===== config.mk =====
export PLATFORM = sky130hd
export DESIGN_NAME = shot_event_arbiter
export DESIGN_NICKNAME = d
export VERILOG_FILES = /design/src/rtl/shot_event_arbiter.sv
export SDC_FILE = /design/constraint.sdc
export NUM_CORES = 1
export LEC_CHECK = 0
export CORE_MARGIN = 2
export CORE_UTILIZATION = 30
export CTS_CLUSTER_SIZE = 40
export DETAILED_ROUTE_END_ITERATION = 6
export GPL_TIMING_DRIVEN = 1
export SKIP_LAST_GASP = 1
export SYNTH_ARGS = -nofsm -noshare
export SYNTH_HDL_FRONTEND = slang
export SYNTH_SLANG_ARGS = --single-unit

===== constraint.sdc =====
create_clock -name clk -period 4.5 [get_ports clk]
set_input_delay 0.45 -clock clk [delete_from_list [all_inputs] [get_ports clk]]
set_output_delay 0.45 -clock clk [all_outputs]
set_load 0.02 [all_outputs]

===== src/rtl/shot_event_arbiter.sv =====
// Basketball shot scorer: captures per-hoop shot pulses, arbitrates one hoop at a
// time through IDLE/ARB/ADD/DONE and accumulates a saturating 3-digit BCD score.
module shot_event_arbiter #(
    parameter int SCORE_MAX = 999,
    parameter bit ROT_EN    = 1'b1
) (
    input  logic        clk,
    input  logic        ClrS,
    input  logic        en,
    input  logic [3:0]  req,
    input  logic [3:0]  three,
    output logic [11:0] score_bcd,
    output logic [3:0]  gnt,
    output logic        busy,
    output logic        add_done,
    output logic [3:0]  drop,
    output logic        sat
);

    typedef enum logic [1:0] {
        IDLE = 2'd0,
        ARB  = 2'd1,
        ADD  = 2'd2,
        DONE = 2'd3
    } state_t;

    localparam logic [11:0] MAX_BCD = {4'(SCORE_MAX / 100),
                                       4'((SCORE_MAX / 10) % 10),
                                       4'(SCORE_MAX % 10)};

    state_t      r_state;
    state_t      w_state_next;
    logic [3:0]  r_pend;
    logic [3:0]  r_val;
    logic [3:0]  r_drop;
    logic [1:0]  r_ptr;
    logic [1:0]  r_win;
    logic        r_pts3;
    logic [11:0] r_score;
    logic        r_sat;

    logic [3:0]  w_req;
    logic        w_any;
    logic [1:0]  w_base;
    logic [1:0]  w_rot_idx [4];
    logic [3:0]  w_rot_pend;
    logic [1:0]  w_win;
    logic        w_win_vld;
    logic [3:0]  w_win_oh;
    logic [3:0]  w_grant;
    logic [3:0]  w_pend_next;
    logic [3:0]  w_val_next;
    logic [3:0]  w_drop_next;

    logic [4:0]  w_dsum [3];
    logic [4:0]  w_dadj [3];
    logic [3:0]  w_carry;
    logic [11:0] w_sum_bcd;
    logic        w_at_max;

    assign w_req = en ? req : 4'b0000;
    assign w_any = |(r_pend | w_req);

    // Search order starts one past the last winner in round-robin mode.
    assign w_base = ROT_EN ? (r_ptr + 2'd1) : 2'd0;

    genvar gi;
    generate
        for (gi = 0; gi < 4; gi++) begin : g_rot
            assign w_rot_idx[gi]  = w_base + 2'(gi);
            assign w_rot_pend[gi] = r_pend[w_rot_idx[gi]];
        end
    endgenerate

    always_comb begin
        w_win     = w_base;
        w_win_vld = 1'b0;
        for (int k = 3; k >= 0; k--) begin
            if (w_rot_pend[k]) begin
                w_win     = w_rot_idx[k];
                w_win_vld = 1'b1;
            end
        end
    end

    assign w_win_oh = w_win_vld ? (4'b0001 << w_win) : 4'b0000;
    assign w_grant  = (r_state == ARB) ? w_win_oh : 4'b0000;

    // A request to the hoop being granted re-arms it; any other repeat is lost.
    generate
        for (gi = 0; gi < 4; gi++) begin : g_pend
            assign w_pend_next[gi] = w_grant[gi] ? w_req[gi] : (r_pend[gi] | w_req[gi]);
            assign w_val_next[gi]  = (w_req[gi] & (w_grant[gi] | ~r_pend[gi])) ? three[gi]
                                                                             : r_val[gi];
            assign w_drop_next[gi] = w_req[gi] & r_pend[gi] & ~w_grant[gi];
        end
    endgenerate

    assign w_carry[0] = 1'b0;
    generate
        for (gi = 0; gi < 3; gi++) begin : g_bcd
            if (gi == 0) begin : g_lsd
                assign w_dsum[gi] = {1'b0, r_score[3:0]} + (r_pts3 ? 5'd3 : 5'd2);
            end else begin : g_msd
                assign w_dsum[gi] = {1'b0, r_score[4*gi +: 4]} + {4'b0000, w_carry[gi]};
            end
            assign w_dadj[gi]         = w_dsum[gi] - 5'd10;
            assign w_carry[gi + 1]    = (w_dsum[gi] > 5'd9);
            assign w_sum_bcd[4*gi +: 4] = w_carry[gi + 1] ? w_dadj[gi][3:0] : w_dsum[gi][3:0];
        end
    endgenerate

    // Digit-wise BCD compare orders the same as the decimal value.
    assign w_at_max = w_carry[3] | (w_sum_bcd >= MAX_BCD);

    always_comb begin
        w_state_next = r_state;
        case (r_state)
            IDLE:    if (en && w_any) w_state_next = ARB;
            ARB:     w_state_next = ADD;
            ADD:     w_state_next = DONE;
            DONE:    w_state_next = (en && w_any) ? ARB : IDLE;
            default: w_state_next = IDLE;
        endcase
    end

    always_ff @(posedge clk or posedge ClrS) begin
        if (ClrS) begin
            r_state <= IDLE;
            r_pend  <= 4'b0000;
            r_val   <= 4'b0000;
            r_drop  <= 4'b0000;
            r_ptr   <= 2'd3;
            r_win   <= 2'd0;
            r_pts3  <= 1'b0;
            r_score <= 12'h000;
            r_sat   <= 1'b0;
        end else begin
            r_state <= w_state_next;
            r_pend  <= w_pend_next;
            r_val   <= w_val_next;
            r_drop  <= w_drop_next;
            if (r_state == ARB) begin
                r_win  <= w_win;
                r_pts3 <= r_val[w_win];
            end
            if (r_state == ADD) begin
                if (w_at_max) begin
                    r_score <= MAX_BCD;
                    r_sat   <= 1'b1;
                end else begin
                    r_score <= w_sum_bcd;
                end
            end
            if (r_state == DONE) begin
                r_ptr <= r_win;
            end
        end
    end

    assign gnt       = w_grant;
    assign busy      = (r_state != IDLE);
    assign add_done  = (r_state == DONE);
    assign drop      = r_drop;
    assign score_bcd = r_score;
    assign sat       = r_sat;

endmodule

==> summary.txt <==
Clocking
  – TritonCTS Buffers: 5
  – Clock Sink Count: 32
  – Post-CTS setup buffers: 0
  – CTS Root Buffer Type: clkbuf_8
  – CTS tree: done
  – Clk Latency, worst-skew pair: ~0.28 ns
  – Max clock buf depth: 2
  – Clk slew on worst S/H paths: 0.07 ns
  – CTS H-tree depth: 2

Floorplan
  – Chip Width: 91.5 µm
  – Die area: 8360 µm²
  – Std cell rows: 31
  – Core area: approximately 7300 µm²
  – Die Y: 91.5 µm
  – I/O pin cnt: 34
  – Initial Util: between 30 and 40%

Yosys
  – Mux cell area share after synthesis: 5.23%
  – Mapped cell area: 2290 µm²
  – Synth top area cells: dfrtp_1 33%, ha_1 7.1%, nand2_1 5.2%
  – Mapped Nets: roughly 280
  – Post-Synth Adder-Cell Area: 7.09%
  – Register area share after synthesis: 35.0%
  – Simple-gate share of the synthesized area: between 10% and 20%
  – Largest family of logic cells by synthesized area: compound AO/OA/AOI/OAI gates
  – Top FF cell, synth: dfrtp_1
  – Ys Warns: 0
  – Post-synthesis compound-gate area fraction: around a quarter
  – Largest area contributor in the netlist: dfrtp_1
  – Yosys top cell area share: between 30% and 40%
  – Flops & latches, synth: 32
  – Post-synth EDFFs: 0
  – Ys async rst share: 100%
  – Xor and xnor fraction of the mapped netlist area: 1.91%
  – Post-Syn Instances: 260
  – Netlist cell types: 61
  – Syn_area_per_cell: between 8 and 9 µm²

Min path
  – Worst hold start: r_val[0]
  – Hold depth: 1
  – Hold Path Sink: r_val[0]
  – Hold crit path type: register to register

STA
  – Setup violators final: 0
  – Final Slew Violations: 0
  – Final min period: 4.12 ns
  – Max_slew headroom: 63.0%
  – Fin crit share: 91.5%
  – Fin Hold WS: 0.495 ns
  – Setup Skew: between 0.003 and 0.004 ns
  – Final hold viol count: 0
  – Worst Max-Slew Pin Slew: 0.555 ns
  – Fmax: 243 MHz

Worst setup path
  – R2R depth: 19
  – Reg-to-reg endpoint: score_bcd[4]
  – Critical Path Slowest Stage Cell: dfrtp_1
  – R2r setup slk: 0.38 ns
  – CP Data Required Time: 4.67 ns
  – Critical Path AT: between 4 and 5 ns
  – CP Cell Sequence: ha_1 > inv_1 > ha_2 > nand2b_1 > o21ai_0 > a21oi_1 > ha_2 > ha_2 > or2_2 > a21oi_1 > nor3_1 > ha_1 > ha_1 > inv_1 > a21oi_1 > o32ai_1 > a31oi_2 > a31oi_4 > o22a_1
  – Top fanout value on the critical path: 11
  – Setup CP Type: register to register
  – FF-to-FF Start: score_bcd[0]
  – CP top delay family: adder cells
  – Slowest stage delay, CP: 0.38 ns
  – CP bufs+invs: 2
  – Setup crit end kind: register
  – CP startpoint kind: register

Final layout
  – Commonest non-fill, non-tap cell in the layout: clkdlybuf4s50_1
  – Final #Nets: 310
  – Share of cells above drive strength 1: 11.2%
  – Antenna fix cells: 0
  – Layout area overhead: 21.5%
  – Final instance count without filler cells: 385
  – Most frequent cells in the layout: 33 x clkdlybuf4s50_1, 32 x nand2_1, 30 x dfrtp_1

Global route
  – Largest net degree at the start of global routing: 33
  – Initial antenna violation count: 0
  – Number of global-route vias before repair: 1,853
  – Total GRT Usage: roughly an eighth
  – First-pass GRT wire length: 8630 µm
  – Total grt overflow: 0

Power
  – Internal power: 1.33 mW
  – Reg power frac: 24.4%
  – Net Sw Frac: 47.7%
  – Psw: 1.21 mW
  – Clk network pwr share: under 10%
  – Power Dens Cells: 912 nW/µm²
  – VDD IR max: 0.256 mV
  – Logic pwr share: about 66%
  – Pleak: 1.16 nW

Status
  – Status: complete, no violations

Routing
  – Drt pass-1 iters: 4
  – Initial drt markers: 81
  – Vias per Instance: 5.08
  – Total number of vias: 1,955
  – DRC viols: 0
  – Routed len/inst: about 13 µm
  – DRT Wirelength: 5130 µm
  – Detail Route Antenna Nets: 0

Placement
  – Port bufs: 33
  – Hpwl dp: roughly 3800 µm
  – Cell total after placement: 378
  – RD Place Congestion: 0.816

Run
  – Max Cap Viol: 0
-- synth_stat cells (6+ instances only) --
| library cell | count |
|---|---|
| o21ai_0 | 11 |
| ha_1 | 13 |
| clkbuf_1 | 6 |
| nand3_1 | 8 |
| nor2_1 | 24 |
| buf_2 | 6 |
| dfrtp_1 | 30 |
| o22a_1 | 7 |
| nand2_1 | 32 |
| inv_1 | 16 |
| a21oi_1 | 17 |
-- cells by family (layout without fill, tap and decap cells) --
group                    after synthesis  after routing
AO/OA/AOI/OAI                         75             75
flip-flops                            32             32
XOR/XNOR                               5              5
AND/OR/NAND/NOR                       92             92
adder cells (fa/ha/maj)               13             13
buffers and inverters                 32             58
multiplexers                          11             11
-- worst max-delay path by stage --
stage	from	to	slack (ns)	depth (start not counted)
5_1_grt	score_bcd[0]	score_bcd[1]	-0.03	19
3_5_place_dp	score_bcd[0]	score_bcd[4]	0.20	19
3_3_place_gp	score_bcd[0]	score_bcd[1]	0.34	20
4_1_cts	score_bcd[0]	score_bcd[4]	0.20	20
2_1_floorplan	score_bcd[0]	score_bcd[8]	0.38	22
6_report	score_bcd[0]	score_bcd[4]	0.38	19
-- metrics by stage --
step | setup TNS, ns | utilization [%] | instance area (µm²) | setup WS [ns] | power (mW)
floorplan | 0 | - | 2290 | 0.378 | 1.87
global placement | 0 | 36.6 | 2690 | 0.343 | 2.28
detailed placement | 0 | 36.6 | 2690 | 0.197 | 2.29
CTS | 0 | 37.9 | 2780 | 0.199 | 2.55
global route | -0.0383 | 38.0 | 2790 | -0.0311 | 2.77
finish | 0 | 38.0 | 2790 | 0.384 | 2.54
-- state kept, by name (all words and copies together) (netlist names) --
signal / cells
r_ptr: 2
sat: 1
drop: 4
r_win: 2
r_pts3: 1
r_state: 2
r_pend: 4
r_val: 4
score_bcd: 12
-- timing repair --
| action | in CTS | in global routing |
|---|---|---|
| setup endpoints to repair | 0 | 10 |
| hold buffers | 0 | 0 |
| endpoints found under the hold margin | 0 | 0 |
| resized for setup | 0 | 3 |
-- power by group through the flow --
stage	registers [mW]	logic, mW	clock network [mW]
2_1_floorplan	0.595	1.28	0
3_3_place_gp	0.621	1.66	0
3_5_place_dp	0.622	1.67	0
4_1_cts	0.618	1.68	0.249
5_1_grt	0.646	1.86	0.268
6_report	0.620	1.68	0.244
-- routing by layer --
| metal | GRT usage, % | up-vias | wire length, µm |
|---|---|---|---|
| met5 | 0 | - | 0 |
| met4 | 3.03 | 0 | 36 |
| met3 | 4.15 | 4 | 319 |
| met2 | 20.3 | 47 | 2330 |
| met1 | 16.2 | 914 | 2440 |
| li1 | - | 990 | - |
-- layout make-up --
class                      count  area (µm²)
fill                         716        4540
timing repair buffer          35         345
tap                           99         124
clock buffer                   7        96.3
inverter                      16        60.1
multi-input combinational    196        1360
sequential                    32         803
Power figures use the tool's default switching activity.
